--- src/rtl/reorder_buffer_pkg.sv ---
// Shared sizing constants and tag-pointer arithmetic for the reorder buffer.
// Tag 0 is reserved to mean "no producer", so pointers cycle over 1..2^Q_WIDTH-1.
package reorder_buffer_pkg;

  localparam int Q_WIDTH        = 4;
  localparam int REG_ADDR_WIDTH = 5;
  localparam int ROB_SIZE       = (1 << Q_WIDTH) - 1;

  // Advance a tag pointer, skipping the reserved tag 0 on wrap.
  function automatic logic [31:0] tag_inc(input logic [31:0] tag, input int width);
    logic [31:0] max_tag;
    max_tag = (32'd1 << width) - 32'd1;
    return (tag == max_tag) ? 32'd1 : tag + 32'd1;
  endfunction

endpackage

--- src/rtl/reorder_buffer.sv ---
// In-order retirement buffer: allocates tags at issue, captures CDB results,
// forwards finished operands and retires the head entry to the register file.
module reorder_buffer #(
  parameter int Q_WIDTH        = reorder_buffer_pkg::Q_WIDTH,
  parameter int REG_ADDR_WIDTH = reorder_buffer_pkg::REG_ADDR_WIDTH
) (
  input  logic                      clk_in,
  input  logic                      rst_n_in,
  input  logic                      rdy_in,
  input  logic                      issue_valid,
  input  logic                      issue_has_rd,
  input  logic [REG_ADDR_WIDTH-1:0] issue_rd,
  output logic                      issue_ready,
  output logic [Q_WIDTH-1:0]        issue_tag,
  output logic                      rd_control,
  output logic [REG_ADDR_WIDTH-1:0] rd,
  output logic [Q_WIDTH-1:0]        Q_value,
  input  logic                      cdb_valid,
  input  logic [Q_WIDTH-1:0]        cdb_tag,
  input  logic [31:0]               cdb_value,
  input  logic [Q_WIDTH-1:0]        query1_tag,
  input  logic [Q_WIDTH-1:0]        query2_tag,
  output logic                      query1_ready,
  output logic [31:0]               query1_value,
  output logic                      query2_ready,
  output logic [31:0]               query2_value,
  output logic                      has_commit,
  output logic [REG_ADDR_WIDTH-1:0] commit_target,
  output logic [Q_WIDTH-1:0]        Commit_Q,
  output logic [31:0]               Commit_V,
  input  logic                      flush_in
);
  import reorder_buffer_pkg::*;

  localparam int                 DEPTH      = 1 << Q_WIDTH;
  localparam logic [Q_WIDTH-1:0] FIRST_TAG  = Q_WIDTH'(1);
  localparam logic [Q_WIDTH-1:0] FULL_COUNT = Q_WIDTH'(DEPTH - 1);

  // Slot 0 exists only so tags index directly; it is never allocated.
  logic [DEPTH-1:0]          busy;
  logic [DEPTH-1:0]          done;
  logic [REG_ADDR_WIDTH-1:0] rd_mem    [DEPTH];
  logic                      has_rd_mem[DEPTH];
  logic [31:0]               value_mem [DEPTH];

  logic [Q_WIDTH-1:0] head, tail, count;
  logic [Q_WIDTH-1:0] head_inc, tail_inc;
  logic               live, accept, commit, cdb_hit;

  assign head_inc = Q_WIDTH'(tag_inc(32'(head), Q_WIDTH));
  assign tail_inc = Q_WIDTH'(tag_inc(32'(tail), Q_WIDTH));

  // A full buffer refuses issue even when the head retires this cycle.
  assign live        = rdy_in && !flush_in;
  assign issue_ready = live && (count != FULL_COUNT);
  assign accept      = issue_valid && issue_ready;
  assign commit      = live && (count != '0) && done[head];
  assign cdb_hit     = live && cdb_valid && (cdb_tag != '0) && busy[cdb_tag];

  assign issue_tag  = tail;
  assign rd_control = accept && issue_has_rd && (issue_rd != '0);
  assign rd         = issue_rd;
  assign Q_value    = tail;

  assign has_commit    = commit && has_rd_mem[head] && (rd_mem[head] != '0);
  assign commit_target = rd_mem[head];
  assign Commit_Q      = head;
  assign Commit_V      = value_mem[head];

  // NOTE: sequential state uses non-blocking assignments so every flop samples
  // pre-edge values; later assignments to the same bit (commit after CDB) win.
  always_ff @(posedge clk_in or negedge rst_n_in) begin
    if (!rst_n_in) begin
      busy  <= '0;
      done  <= '0;
      head  <= FIRST_TAG;
      tail  <= FIRST_TAG;
      count <= '0;
    end else if (rdy_in) begin
      if (flush_in) begin
        busy  <= '0;
        done  <= '0;
        head  <= FIRST_TAG;
        tail  <= FIRST_TAG;
        count <= '0;
      end else begin
        if (cdb_hit) done[cdb_tag] <= 1'b1;
        if (commit) begin
          busy[head] <= 1'b0;
          done[head] <= 1'b0;
          head       <= head_inc;
        end
        if (accept) begin
          busy[tail] <= 1'b1;
          done[tail] <= 1'b0;
          tail       <= tail_inc;
        end
        case ({accept, commit})
          2'b10:   count <= count + 1'b1;
          2'b01:   count <= count - 1'b1;
          default: count <= count;
        endcase
      end
    end
  end

  // NOTE: payload storage has no reset; busy/done qualify every read, so
  // leaving it unreset keeps it a plain RAM without a reset fan-out.
  always_ff @(posedge clk_in) begin
    if (accept) begin
      rd_mem[tail]     <= issue_rd;
      has_rd_mem[tail] <= issue_has_rd;
    end
    if (cdb_hit) value_mem[cdb_tag] <= cdb_value;
  end

  // NOTE: every output of this block gets a default first, so no latch forms.
  always_comb begin
    query1_ready = 1'b0;
    query1_value = '0;
    if (query1_tag != '0) begin
      if (done[query1_tag]) begin
        query1_ready = 1'b1;
        query1_value = value_mem[query1_tag];
      end else if (cdb_valid && (cdb_tag == query1_tag)) begin
        query1_ready = 1'b1;
        query1_value = cdb_value;
      end
    end
  end

  always_comb begin
    query2_ready = 1'b0;
    query2_value = '0;
    if (query2_tag != '0) begin
      if (done[query2_tag]) begin
        query2_ready = 1'b1;
        query2_value = value_mem[query2_tag];
      end else if (cdb_valid && (cdb_tag == query2_tag)) begin
        query2_ready = 1'b1;
        query2_value = cdb_value;
      end
    end
  end

endmodule

--- config.mk ---
export PLATFORM = sky130hd
export DESIGN_NAME = reorder_buffer
export DESIGN_NICKNAME = d
export VERILOG_FILES = /design/src/rtl/reorder_buffer_pkg.sv /design/src/rtl/reorder_buffer.sv
export SDC_FILE = /design/constraint.sdc
export NUM_CORES = 1
export LEC_CHECK = 0
export BUFFER_PORTS_ARGS = -buffer_cell sky130_fd_sc_hd__buf_4
export CAP_MARGIN = 20
export CORE_MARGIN = 3
export CORE_UTILIZATION = 55
export DETAILED_ROUTE_END_ITERATION = 12
export PLACE_DENSITY = 0.83
export SETUP_SLACK_MARGIN = 0.02
export SLEW_MARGIN = 0
export SYNTH_ARGS = -nofsm -noshare
export SYNTH_HDL_FRONTEND = slang
export SYNTH_SLANG_ARGS = --single-unit
--- constraint.sdc ---
create_clock -name clk_in -period 3.9 [get_ports clk_in]
set_input_delay 0.78 -clock clk_in [delete_from_list [all_inputs] [get_ports clk_in]]
set_output_delay 0.78 -clock clk_in [all_outputs]
set_load 0.05 [all_outputs]
## Word-level counts from Yosys, hierarchy flattened

Memories as Yosys holds them, arrays and structs flattened.
Index checks and enable logic that the tools add are counted.

- Memory bits (writable): 608
- Memories: 3
- Flip-flop bits (word level): 44
- Bits of input ports: 56
- Logic and storage cells: 115
- Output and inout port bits: 123

- Reductions and logical operators: 30
- Add/subtract/negate cells: 4
- Order comparisons: 8
- Bitwise gates (word level): 7
- Equal/unequal tests: 7
- Multiplexer cells: 51

Memories:

| memory | words | bits a word | rd ports | clocked after Yosys merged registers in | write ports | RTL line | text |
|---|---|---|---|---|---|---|---|
| value_mem | 16 | 32 | 3 | 0 | 1 | reorder_buffer.sv:44 | `logic [31:0] value_mem [DEPTH];` |
| rd_mem | 16 | 5 | 1 | 0 | 1 | reorder_buffer.sv:42 | `logic [REG_ADDR_WIDTH-1:0] rd_mem [DEPTH];` |
| has_rd_mem | 16 | 1 | 1 | 0 | 1 | reorder_buffer.sv:43 | `logic has_rd_mem[DEPTH];` |

Operator list:

| cell | number |
|---|---|
| $mux 16 | 13 |
| $mux 32 | 6 |
| $and 16x16->16 | 3 |
| $not 16->16 | 2 |
| $or 16x16->16 | 2 |
| $mux 4 | 7 |
| $lt 4x5->1 const B | 5 |
| $logic_and 1x1->1 | 17 |
| $mux 1 | 17 |
| $bmux 1 s4 | 4 |
| $reduce_bool 4->1 | 4 |
| $add 4x1->4 const B | 3 |
| $demux 1 s4 | 3 |
| $ge 4x1->1 const B | 3 |
| $reduce_bool 5->1 | 2 |
| $eq 4x4->1 | 2 |
| $eq 4x4->1 const B | 2 |
| $pmux 4 s2 | 1 |
| $reduce_and 2->1 | 3 |
| $ne 4x4->1 const B | 1 |
| $reduce_bool 2->1 | 2 |
| $sub 4x1->4 const B | 1 |
| $reduce_bool 3->1 | 1 |
| $eq 2x1->1 const B | 1 |
| other kinds (2) | 2 |

## Depth between registers and ports, before layout

Gate-level depths: netlist of the first run.

- Depth after elaboration: 15
- Depth in mapped cells: 13
- Depth with buffers taken out: 11

## Worst setup path after synthesis of the first run

OpenSTA, ideal clock, no wires.

- Path kind: input port to flip-flop
- Start: input cdb_tag[0]
- End: memory value_mem[4][0] (enable)
- Path buffers: 2
- Path slack: -0.539 ns
- Library setup time: 0.463 ns
- Cell stages on the path: 5
- Arrival time: 3.975 ns
- Required time: 3.437 ns
- Cells stage by stage: clkbuf_1 buf_1 mux4_2 nand3_1 nor3_1

- Longest elaborated chain between the ends: 5
- Elaborated cells between the ends (all ways): 7
- Those cells by class: mux (4); reduce/logical (3)

Ends and longest elaborated chain:

| item | RTL line | text |
|---|---|---|
| start: declaration | reorder_buffer.sv:19 | `input logic [Q_WIDTH-1:0] cdb_tag,` |
| $bmux 1 s4 / $reduce_bool 4->1 (equally long branches) | reorder_buffer.sv:58 | `assign cdb_hit = live && cdb_valid && (cdb_tag != '0) && busy[cdb_tag];` |
| $mux 1 (implied by the code) / $logic_and 1x1->1 (equally long branches) | reorder_buffer.sv:58 |  |
| $logic_and 1x1->1 | reorder_buffer.sv:58 |  |
| $mux 1 | reorder_buffer.sv:114 | `if (cdb_hit) value_mem[cdb_tag] <= cdb_value;` |
| $mux 1 (implied by the code) | reorder_buffer.sv:114 |  |
| end: declaration | reorder_buffer.sv:44 |  |

Parallel ways exist; a longest one is shown, timed or not. The select of a mux whose other input is x is not followed.

## Worst setup path in the final report of the first run

- Start: register head[0] (netlist: Commit_Q[0])
- End: output has_commit

- Longest elaborated chain between the ends: 5
- Elaborated cells between the ends (all ways): 8
- Those cells by class: mux (2); reduce/logical (4); memory (2)

Ends and longest elaborated chain:

| item | RTL line | text |
|---|---|---|
| start: declaration | reorder_buffer.sv:46 | `logic [Q_WIDTH-1:0] head, tail, count;` |
| start signal: assignment | reorder_buffer.sv:91 | `head <= head_inc;` |
| parallel branches: the longest is 4 deep, another holds $mem_v2 16x5 | - |  |
| $logic_and 1x1->1 * | reorder_buffer.sv:65 | `assign has_commit = commit && has_rd_mem[head] && (rd_mem[head] != '0);` |
| end: declaration | reorder_buffer.sv:27 | `output logic has_commit,` |

Every way passes the cells marked *. The select of a mux whose other input is x is not followed.

==> results.py, run 1 <==
metrics = {
    "floorplanning": {
        "placementRows": 91,
        "top_level_ports": 179,
        "initial_core_util_pct": 55.7,
        "die-width_um": 256,
        "floorplan.core_area_mm2": 0.0617,
        "die_y_um": 256,
        "dieArea_mm2": 0.0655,
    },
    "global_route": {
        "grt_first_pass_wirelength_um": 157000,
        "grt_antenna_before_repair": 4,
        "global_route.overflow_total": 0,
        "grt_max_degree": 64,
        "grt_pass1_vias": 23100,
        "grt_usage_pct": 32.8,
    },
    "sta": {
        "maxSlewViolCount": 0,
        "final_min_period_over_clock_period_pct": 105,
        "worst_clock_skew_ns": 0.0261,
        "slew_headroom_pct": 44.1,
        "max_clock_freq_ghz": 0.244,
        "final_critical_path_setup_slack_ns": -0.201,
        "finalWorstPathRequiredPeriod_ns": 4.10,
        "tightest_slew_ns": 0.838,
        "finalHoldViolations": 0,
        "grt_setup_unrepaired": "true",
        "setup_violations_final": 30,
    },
    "critical_path": {
        "critical_path.cell_chain": "buf_8, mux4_2, mux4_2, or4_1, o211a_1, buf_6",
        "critical_path_slowest_stage_cell": "dfstp_4",
        "reg2reg_to": "count[2]$_DFFE_PN0P_",
        "peak_fanout_along_the_critical_path": 5,
        "crit-reg2reg-launch": "Commit_Q[0]$_DFFE_PN1P_",
        "critPathTopFamily": "multiplexers",
        "worst_ep_arrival_time_ns": 3.32,
        "worstRegToRegCells": 13,
        "timing.critical_path.slowest_cell_delay_ns": 0.64,
        "critPathCapture": "has_commit",
        "cp_common_cell": "mux4_2",
        "worstSetupPathDepth": 6,
        "reg2reg_setup_slack_ns": 0.29,
        "timing.critical_path.from_type": "register",
        "critical_path_required_ns": 3.12,
        "criticalPathCategory": "register to output pin",
        "worstPathBufferInverterCount": 2,
        "setup.worst_path.start": "Commit_Q[0]$_DFFE_PN1P_",
        "end_kind": "output pin",
    },
    "synth": {
        "synth_cells": 1751,
        "synth_edf_count": 608,
        "async_flop_share_pct": 6.61,
        "post_synth.cell_area_avg_um2": 19.6,
        "synth.cells.most_frequent": "edfxtp_1, mux4_2, nor2_1",
        "yosysMostFrequentCell": "edfxtp_1",
        "synth.distinct_cells": 55,
        "synth_top_area_share_pct": 53.1,
        "synth-seq-cells": 651,
        "yosysWarnings": 0,
        "synth_top_area_cell": "edfxtp_1",
        "sequential_area_share_after_synthesis_pct": 56.3,
        "mappedNetlistArea_mm2": 0.0344,
        "ys_dominant_reg_cell": "edfxtp_1",
        "yosys-top-cells-area": "edfxtp_1, mux4_2, dfrtp_1",
    },
    "clocking": {
        "tritoncts": "yes",
        "clkSinkCount": 651,
        "worst_setup_hold_path_clk_slew_ns": 0.06,
        "cts-root-buf": "clkbuf_16",
        "cts_buffers": 70,
        "post_cts_hold_buffer_count": 0,
        "clk-insertion-delay-late_ns": 0.63,
        "clock_path_buffers": 3,
        "cts_htree_levels": 3,
    },
    "place": {
        "hpwlAfterDp_um": 58500,
        "gp_routability_congestion": 0.892,
        "port_buffer_cells": 178,
        "dpl_worst_slack_ns": 0.130,
        "place.detailed.instances": 2738,
    },
    "detailed_routing": {
        "drt_wl_total_um": 106000,
        "route.antenna.remaining_nets": 0,
        "detailedRoute.firstPassIterationCount": 6,
        "drt_iter0_markers": 3584,
        "viasPerCell": 7.59,
        "drt_drc_violations_left": 0,
        "vias": 22100,
        "routed_wire_length_per_instance_um": 36.3,
    },
    "final_layout": {
        "fin_nets": 2092,
        "instances_no_fill": 2916,
        "final_util_pct": 66.5,
        "area.growth.synth_to_final_pct": 19.4,
        "fraction_of_layout_instances_using_a_drive_strength_above_1_pct": 47.1,
    },
    "pwr": {
        "post_layout_total_power_mw": 16.1,
        "cellLeakagePower_nw": 14.4,
        "power.density_cell_area_mw_per_mm2": 391,
        "irDropWorstVdd_uv": 332,
    },
    "run_status": {
        "run_status": "complete, but fails checks",
        "violations": "setup timing",
    },
    "flow_run": {
        "maxCapViolations": 0,
    },
    "hold_path": {
        "type_of_the_worst_min_delay_path": "primary input to asynchronous set/reset pin",
    },
}
==> cell usage in the layout (no fill, tap or decap), types with 4 or more instances in the layout <==
| master | instances |
|---|---|
| nand2b_1 | 6 |
| clkbuf_1 | 13 |
| buf_4 | 212 |
| ha_1 | 10 |
| mux4_2 | 519 |
| inv_1 | 19 |
| nand2_1 | 32 |
| buf_12 | 52 |
| a21oi_1 | 36 |
| a22oi_1 | 4 |
| a22oi_2 | 7 |
| a31oi_1 | 4 |
| xor2_1 | 4 |
| nand4_1 | 4 |
| clkinv_2 | 9 |
| nor2_4 | 9 |
| nor2b_1 | 6 |
| buf_8 | 24 |
| buf_6 | 20 |
| and3_1 | 6 |
| bufinv_16 | 8 |
| xnor2_1 | 6 |
| mux2i_1 | 75 |
| o21ai_0 | 26 |
| clkbuf_16 | 74 |
| a21o_1 | 4 |
| nor2_1 | 102 |
| edfxtp_1 | 608 |
| nand3_1 | 14 |
| buf_16 | 19 |
| clkbuf_8 | 4 |
| clkinv_1 | 13 |
| dfrtp_1 | 39 |
| conb_1 | 32 |
==> power breakdown <==
group          leakage [nW]  internal (mW)  switching [mW]
Sequential             6.07           7.71          0.0688
Clock                  1.12           3.99            2.79
Combinational          7.20          0.670           0.827
Total                  14.4           12.4            3.69
==> sequential cells by signal, indices dropped and copies added (netlist names) <==
signal,cells
value_mem,512
rd_mem,80
done,16
has_rd_mem,16
busy,15
Commit_Q,4
Q_value,4
count,4
==> worst reg2reg max path, cell delays in order, from the launching register on <==
cell and delay [ns]:
dfstp_4 0.64, buf_12 0.15, buf_4 0.16, buf_16 0.17, buf_4 0.14, mux4_2 0.34, o2111ai_2 0.36, and2_1 0.23
nor2_1 0.08, xor2_1 0.18, ha_1 0.24, or3_1 0.38, o311a_1 0.32, or3b_1 0.16
==> layer usage <==
| metal | GRT usage [%] | vias to the layer above | share of wire, % | routed length (µm) |
|---|---|---|---|---|
| met5 | 0 | - | 0 | 0 |
| met4 | 18.0 | 0 | 6.2 | 6530 |
| li1 | - | 8173 | - | - |
| met1 | 41.6 | 11300 | 31 | 33200 |
| met2 | 52.5 | 2228 | 49 | 51800 |
| met3 | 8.56 | 457 | 14 | 14300 |
==> area by class of cell <==
cell class,instances,area [µm²]
clock inverters,35,387
diodes,2,5.00
well taps,837,1050
flip-flops and latches,651,19300
multi-input cells,952,14500
clock buffers,88,1900
inverters,21,80.1
repair buffers,330,3790
fillers,3799,20700
==> per-stage QoR <==
stage	cell area [µm²]	setup TNS (ns)	hold WS [ns]
floorplan	34500	0	0.442
global placement	37600	0	0.462
detailed placement	37600	0	0.467
CTS	41000	-1.35	0.154
global route	41000	-4.01	0.187
finish	41000	-3.11	0.147
==> cells by family after synthesis <==
logic type                 after synthesis  share of synthesized area [%]
xor gates and xnor gates                10                          0.255
buffers and inverters                  179                           2.35
muxes                                  596                           36.3
AOI/OAI and AO/OA                      104                           1.91
adders and majority gates               10                          0.364
DFF                                    651                           56.3
other                                    1                         0.0109
and+or+nand+nor                        200                           2.58
==> how the worst min path moves through the flow <==
stage / start / endpoint / slack, ns / cells past startpoint
after floorplan: busy[3]$_DFFE_PN0P_ / busy[3]$_DFFE_PN0P_ / 0.44 / 1
after global placement: busy[15]$_DFFE_PN0P_ / busy[15]$_DFFE_PN0P_ / 0.46 / 1
after detailed placement: busy[15]$_DFFE_PN0P_ / busy[15]$_DFFE_PN0P_ / 0.47 / 1
after CTS: rst_n_in / Q_value[1]$_DFFE_PN0P_ / 0.15 / 1
after global routing: rst_n_in / busy[15]$_DFFE_PN0P_ / 0.19 / 1
final: rst_n_in / busy[15]$_DFFE_PN0P_ / 0.15 / 1
==> repair_timing <==
action,in CTS,in global routing
cloned,17,1
gates resized for setup,82,26
setup buffers,35,9
pin swaps,7,2
setup endpoints to repair,33,35
No activity file was read; power rests on OpenSTA's default activity.
==> inputs of run 2 (changes only) <==
- REMOVE_ABC_BUFFERS: unset -> 1
==> run 2 against run 1 <==
Non-clock buffer count down 10; critical path depth is the same; the run still ends with setup timing left; fmax shrank 1.4%; hold slack improved by 0.0078 ns; largest power group unchanged; setup slack worse by 0.057 ns; die area unchanged; combinational power hardly changed; clock power is 2% higher; total power is 0.89% higher.
==> results.py, run 2 (synthesized netlist as in run 1, its figures left out) <==
metrics = {
    "clocking": {
        "clkSinkCount": 651,
        "cts_htree_levels": 3,
        "clk-insertion-delay-late_ns": 0.61,
        "clock_path_buffers": 3,
        "cts_buffers": 71,
        "post_cts_hold_buffer_count": 0,
        "tritoncts": "yes",
        "worst_setup_hold_path_clk_slew_ns": 0.06,
        "cts-root-buf": "clkbuf_16",
    },
    "detailed_routing": {
        "drt_wl_total_um": 110000,
        "drt_iter0_markers": 3530,
        "detailedRoute.firstPassIterationCount": 6,
        "routed_wire_length_per_instance_um": 37.7,
        "vias": 22500,
        "viasPerCell": 7.72,
        "drt_drc_violations_left": 0,
        "route.antenna.remaining_nets": 0,
    },
    "floorplanning": {
        "top_level_ports": 179,
        "die-width_um": 256,
        "initial_core_util_pct": 55.7,
        "dieArea_mm2": 0.0655,
        "floorplan.core_area_mm2": 0.0617,
        "placementRows": 91,
        "die_y_um": 256,
    },
    "sta": {
        "max_clock_freq_ghz": 0.241,
        "worst_clock_skew_ns": 0.0247,
        "finalWorstPathRequiredPeriod_ns": 4.16,
        "setup_violations_final": 17,
        "tightest_slew_ns": 0.694,
        "slew_headroom_pct": 53.7,
        "finalHoldWorstSlack_ns": 0.155,
        "maxSlewViolCount": 0,
        "finalHoldViolations": 0,
        "grt_setup_unrepaired": "true",
        "final_min_period_over_clock_period_pct": 107,
        "final_critical_path_setup_slack_ns": -0.257,
    },
    "global_route": {
        "grt_pass1_vias": 22400,
        "grt_first_pass_wirelength_um": 153000,
        "grt_max_degree": 67,
        "gr-max-usage-layer": "met2",
        "global_route.usage.met1_pct": 41.6,
        "global_route.usage.met3_pct": 9.76,
        "grt_usage_pct": 32.1,
        "grt_antenna_before_repair": 3,
        "global_route.overflow_total": 0,
        "met2_grt_util_pct": 50.0,
    },
    "pwr": {
        "irDropWorstVdd_uv": 464,
        "power.density_cell_area_mw_per_mm2": 399,
        "cellLeakagePower_nw": 14.2,
    },
    "final_layout": {
        "largest_register_ffs": 512,
        "final_area_mm2": 0.0406,
        "most_common_cell_after_layout_fill_and_taps_aside": "edfxtp_1",
        "area.growth.synth_to_final_pct": 18.1,
        "final_util_pct": 65.8,
        "instances_no_fill": 2915,
        "fin_nets": 2083,
        "largest_registers": "value_mem (512), rd_mem (80)",
        "fraction_of_layout_instances_using_a_drive_strength_above_1_pct": 46.9,
        "layout_common_cells": "edfxtp_1, mux4_2, buf_4",
        "register_with_the_most_flip_flops": "value_mem",
    },
    "critical_path": {
        "end_kind": "output pin",
        "worst_ep_arrival_time_ns": 3.38,
        "peak_fanout_along_the_critical_path": 8,
        "criticalPathCategory": "register to output pin",
        "timing.critical_path.from_type": "register",
        "critical_path_required_ns": 3.12,
    },
    "place": {
        "dpl_worst_slack_ns": 0.151,
        "hpwlAfterDp_um": 59200,
        "place.detailed.instances": 2745,
        "port_buffer_cells": 178,
        "placement.cell_area_mm2": 0.0375,
        "gp_routability_congestion": 0.862,
    },
    "run_status": {
        "run_status": "complete, but fails checks",
        "violations": "setup timing",
    },
    "hold_path": {
        "type_of_the_worst_min_delay_path": "primary input to asynchronous set/reset pin",
    },
    "flow_run": {
        "maxCapViolations": 0,
    },
}
-- run 2: report_power, final --
part | total [mW] | internal (mW) | switching, mW
logic | 1.49 | 0.658 | 0.830
clock network | 6.94 | 4.04 | 2.90
registers | 7.77 | 7.70 | 0.0689
-- run 2: critical path, cell delays in order (launching register included) --
cell and delay (ns):
dfstp_4 0.71, buf_12 0.14, mux4_2 0.52, mux4_2 0.54, or4_4 0.43, o211a_1 0.26
buf_6 0.16
-- run 2: path summary, 6_finish.rpt --
kind                                      endpoint  slack, ns  cells after the start                    start
min in group clk_in        has_rd_mem[3]$_DFFE_PP_       0.48                      1             issue_has_rd
hold / removal              Q_value[2]$_DFFE_PN0P_       0.15                      1                 rst_n_in
max in group asynchronous  Commit_Q[1]$_DFFE_PN0P_       3.29                      1                 rst_n_in
setup / recovery                        has_commit      -0.26                      6  Commit_Q[0]$_DFFE_PN1P_
setup reg to reg              count[3]$_DFFE_PN0P_       0.34                     14  Commit_Q[0]$_DFFE_PN1P_
hold reg to reg                busy[3]$_DFFE_PN0P_       0.49                      1      busy[3]$_DFFE_PN0P_
-- run 2: final cells by class --
cell class	instances	area [µm²]
diodes	3	7.51
clock buffers	86	1950
clock inverters	45	420
fillers	3877	21100
inverters	21	80.1
multi-input cells	952	14500
flip-flops and latches	651	19300
well taps	837	1050
repair buffers	320	3270
-- run 2: through the flow --
stage	setup TNS [ns]	power, mW
after CTS	-2.62	16.1
final	-1.35	16.2
after detailed placement	0	9.33
after global routing	-1.67	16.6
after global placement	0	9.29
after floorplan	-160.89	8.67
-- run 2: what timing repair did --
action,4_1_cts,5_1_grt
setup endpoints to repair,33,32
gates cloned,6,7
pin swaps,1,3
setup buffers,9,14
gates resized for setup,9,31
-- run 2: routing by layer --
metal	part of all wire (%)	vias to the layer above
li1	-	8155
met1	31	11300
met2	48	2443
met4	6.3	2
met5	0.015	-
met3	15	559
==> inputs of run 3 (changes only) <==
- CORE_UTILIZATION: 55 -> 53
- PLACE_DENSITY: 0.83 -> 0.81
==> run 3 against run 2 <==
The flow still finishes with violations (setup timing); wire length down 7.6%; design area shrank 0.31%; register-to-register slack better by 0.07 ns; combinational power barely moved; critical path depth rose by 2; fmax fell by 0.80%; non-clock buffer count down 19; cell count decreased by 0.41%; first-iteration DRC count shrank 5.8%; critical path type unchanged; largest cell class unchanged.
==> results.py, run 3 (synthesized netlist as in run 1, its figures left out) <==
metrics = {
    "clocking": {
        "clkSinkCount": 651,
        "worst_setup_hold_path_clk_slew_ns": 0.06,
        "cts_htree_levels": 3,
        "cts_buffers": 71,
        "tritoncts": "yes",
        "clock_path_buffers": 3,
        "clk-insertion-delay-late_ns": 0.63,
        "cts-root-buf": "clkbuf_16",
    },
    "final_layout": {
        "num_antenna_cells": 0,
        "largest_register_ffs": 512,
        "area.sequential_mm2": 0.0193,
        "area.growth.synth_to_final_pct": 17.7,
        "largest_registers": "value_mem (512), rd_mem (80)",
        "final.fill_count": 4137,
        "most_common_cell_after_layout_fill_and_taps_aside": "edfxtp_1",
        "layout_common_cells": "edfxtp_1, mux4_2, buf_4",
        "fin_nets": 2064,
        "multi_input_area_mm2": 0.0145,
        "instances_no_fill": 2903,
        "register_with_the_most_flip_flops": "value_mem",
        "fraction_of_layout_instances_using_a_drive_strength_above_1_pct": 46.5,
    },
    "global_route": {
        "grt_usage_pct": 29.9,
        "grt_first_pass_wirelength_um": 147000,
        "grt_pass1_vias": 22100,
        "grt_max_degree": 62,
        "global_route.overflow_total": 0,
        "grt_antenna_before_repair": 4,
    },
    "place": {
        "port_buffer_cells": 178,
        "place.detailed.instances": 2747,
        "gp_routability_congestion": 0.863,
        "hpwlAfterDp_um": 56500,
        "dpl_worst_slack_ns": 0.141,
    },
    "pwr": {
        "power.density_cell_area_mw_per_mm2": 398,
        "irDropWorstVdd_uv": 450,
        "post_layout_total_power_mw": 16.1,
        "cellLeakagePower_nw": 14.1,
    },
    "sta": {
        "setup_violations_final": 26,
        "final_critical_path_setup_slack_ns": -0.291,
        "maxSlewViolCount": 0,
        "tightest_slew_ns": 0.857,
        "final_min_period_over_clock_period_pct": 107,
        "finalWorstPathRequiredPeriod_ns": 4.19,
        "finalHoldWorstSlack_ns": 0.149,
        "slew_headroom_pct": 42.9,
        "totalNegativeSetupSlack_ns": -1.75,
        "worst_clock_skew_ns": 0.0315,
        "grt_setup_unrepaired": "true",
        "max_clock_freq_ghz": 0.239,
        "finalHoldViolations": 0,
    },
    "floorplanning": {
        "floorplan.core_area_mm2": 0.0637,
        "placementRows": 92,
        "die_y_um": 261,
        "top_level_ports": 179,
        "die-width_um": 261,
        "initial_core_util_pct": 54.0,
        "dieArea_mm2": 0.0679,
    },
    "critical_path": {
        "crit-reg2reg-launch": "Commit_Q[0]$_DFFE_PN1P_",
        "critPathTopFamily": "flip-flops",
        "timing.critical_path.slowest_cell_delay_ns": 0.70,
        "critical_path_slowest_stage_cell": "dfstp_4",
        "setup.worst_path.start": "Commit_Q[0]$_DFFE_PN1P_",
        "end_kind": "output pin",
        "peak_fanout_along_the_critical_path": 6,
        "worst_ep_arrival_time_ns": 3.41,
        "timing.critical_path.from_type": "register",
        "worstRegToRegCells": 12,
        "criticalPathCategory": "register to output pin",
        "worstSetupPathDepth": 8,
        "critical_path.cell_chain": "buf_12, buf_16, mux4_2, a22oi_2, nand2_2, or4_4, o211a_1, buf_6",
        "critical_path_required_ns": 3.12,
        "worstPathBufferInverterCount": 3,
    },
    "detailed_routing": {
        "viasPerCell": 7.43,
        "drt_iter0_markers": 3326,
        "drt_wl_total_um": 102000,
        "detailedRoute.firstPassIterationCount": 5,
        "vias": 21600,
        "drt_drc_violations_left": 0,
        "route.antenna.remaining_nets": 0,
        "routed_wire_length_per_instance_um": 35.0,
    },
    "run_status": {
        "violations": "setup timing",
        "run_status": "complete, but fails checks",
    },
    "hold_path": {
        "type_of_the_worst_min_delay_path": "primary input to asynchronous set/reset pin",
    },
    "flow_run": {
        "maxCapViolations": 0,
    },
}
==> run 3: changes by cell type in the layout (fill, tap and decap cells not counted), moves of 3 or more <==
cell       before  now
clkbuf_1        9   14
diode_2         3    0
clkinv_16       0    3
buf_12         38   42
clkinv_1       20   15
buf_4         241  221
buf_8           1    4
clkbuf_16      83   76
buf_6          23   20
==> run 3: final cells by class <==
cell class | count | share of cell area (%)
inverter | 21 | 0.198
multi-input combinational | 952 | 35.7
clock buffer | 88 | 4.62
clock inverter | 44 | 1.26
tap | 846 | 2.62
sequential | 651 | 47.8
timing repair buffer | 301 | 7.75
==> run 3: layer usage <==
metal	GRT usage (%)	up-vias	part of all wire (%)	wire length [µm]
met5	0	-	0.068	69
met4	12.8	8	4.8	4870
met3	8.10	348	13	13600
met2	47.1	1945	49	49300
met1	39.8	11200	33	33800
li1	-	8104	-	-
==> run 3: final timing paths <==
kind | endpoint | slack [ns]
worst max-delay path | has_commit | -0.29
min in group clk_in | value_mem[4][2]$_DFFE_PP_ | 0.47
max in group asynchronous | Commit_Q[1]$_DFFE_PN0P_ | 3.27
worst max register to register | count[3]$_DFFE_PN0P_ | 0.41
worst min register to register | busy[3]$_DFFE_PN0P_ | 0.48
worst min-delay path | Q_value[1]$_DFFE_PN0P_ | 0.15
==> run 3: timing repair <==
item | in CTS | in global routing
setup endpoints to repair | 33 | 33
setup buffers | 9 | 3
resized for setup | 15 | 33
cloned | 4 | 8
hold endpoints to repair | 0 | 0
pin swaps | 5 | 3
hold buffers | 0 | 0
==> run 3: report_power, final <==
group          leakage [nW]  internal, mW  switching, mW  total [mW]
clock network          1.15          3.94           2.95        6.89
registers              6.07          7.71         0.0639        7.77
logic                  6.88         0.649          0.813        1.46
==> run 3: metrics by stage <==
step                      utilization [%]  area, µm²
final                                63.6      40500
after global routing                 63.6      40500
after CTS                            63.1      40200
after detailed placement             58.9      37500
after global placement               58.9      37500
after floorplan                         -      33800
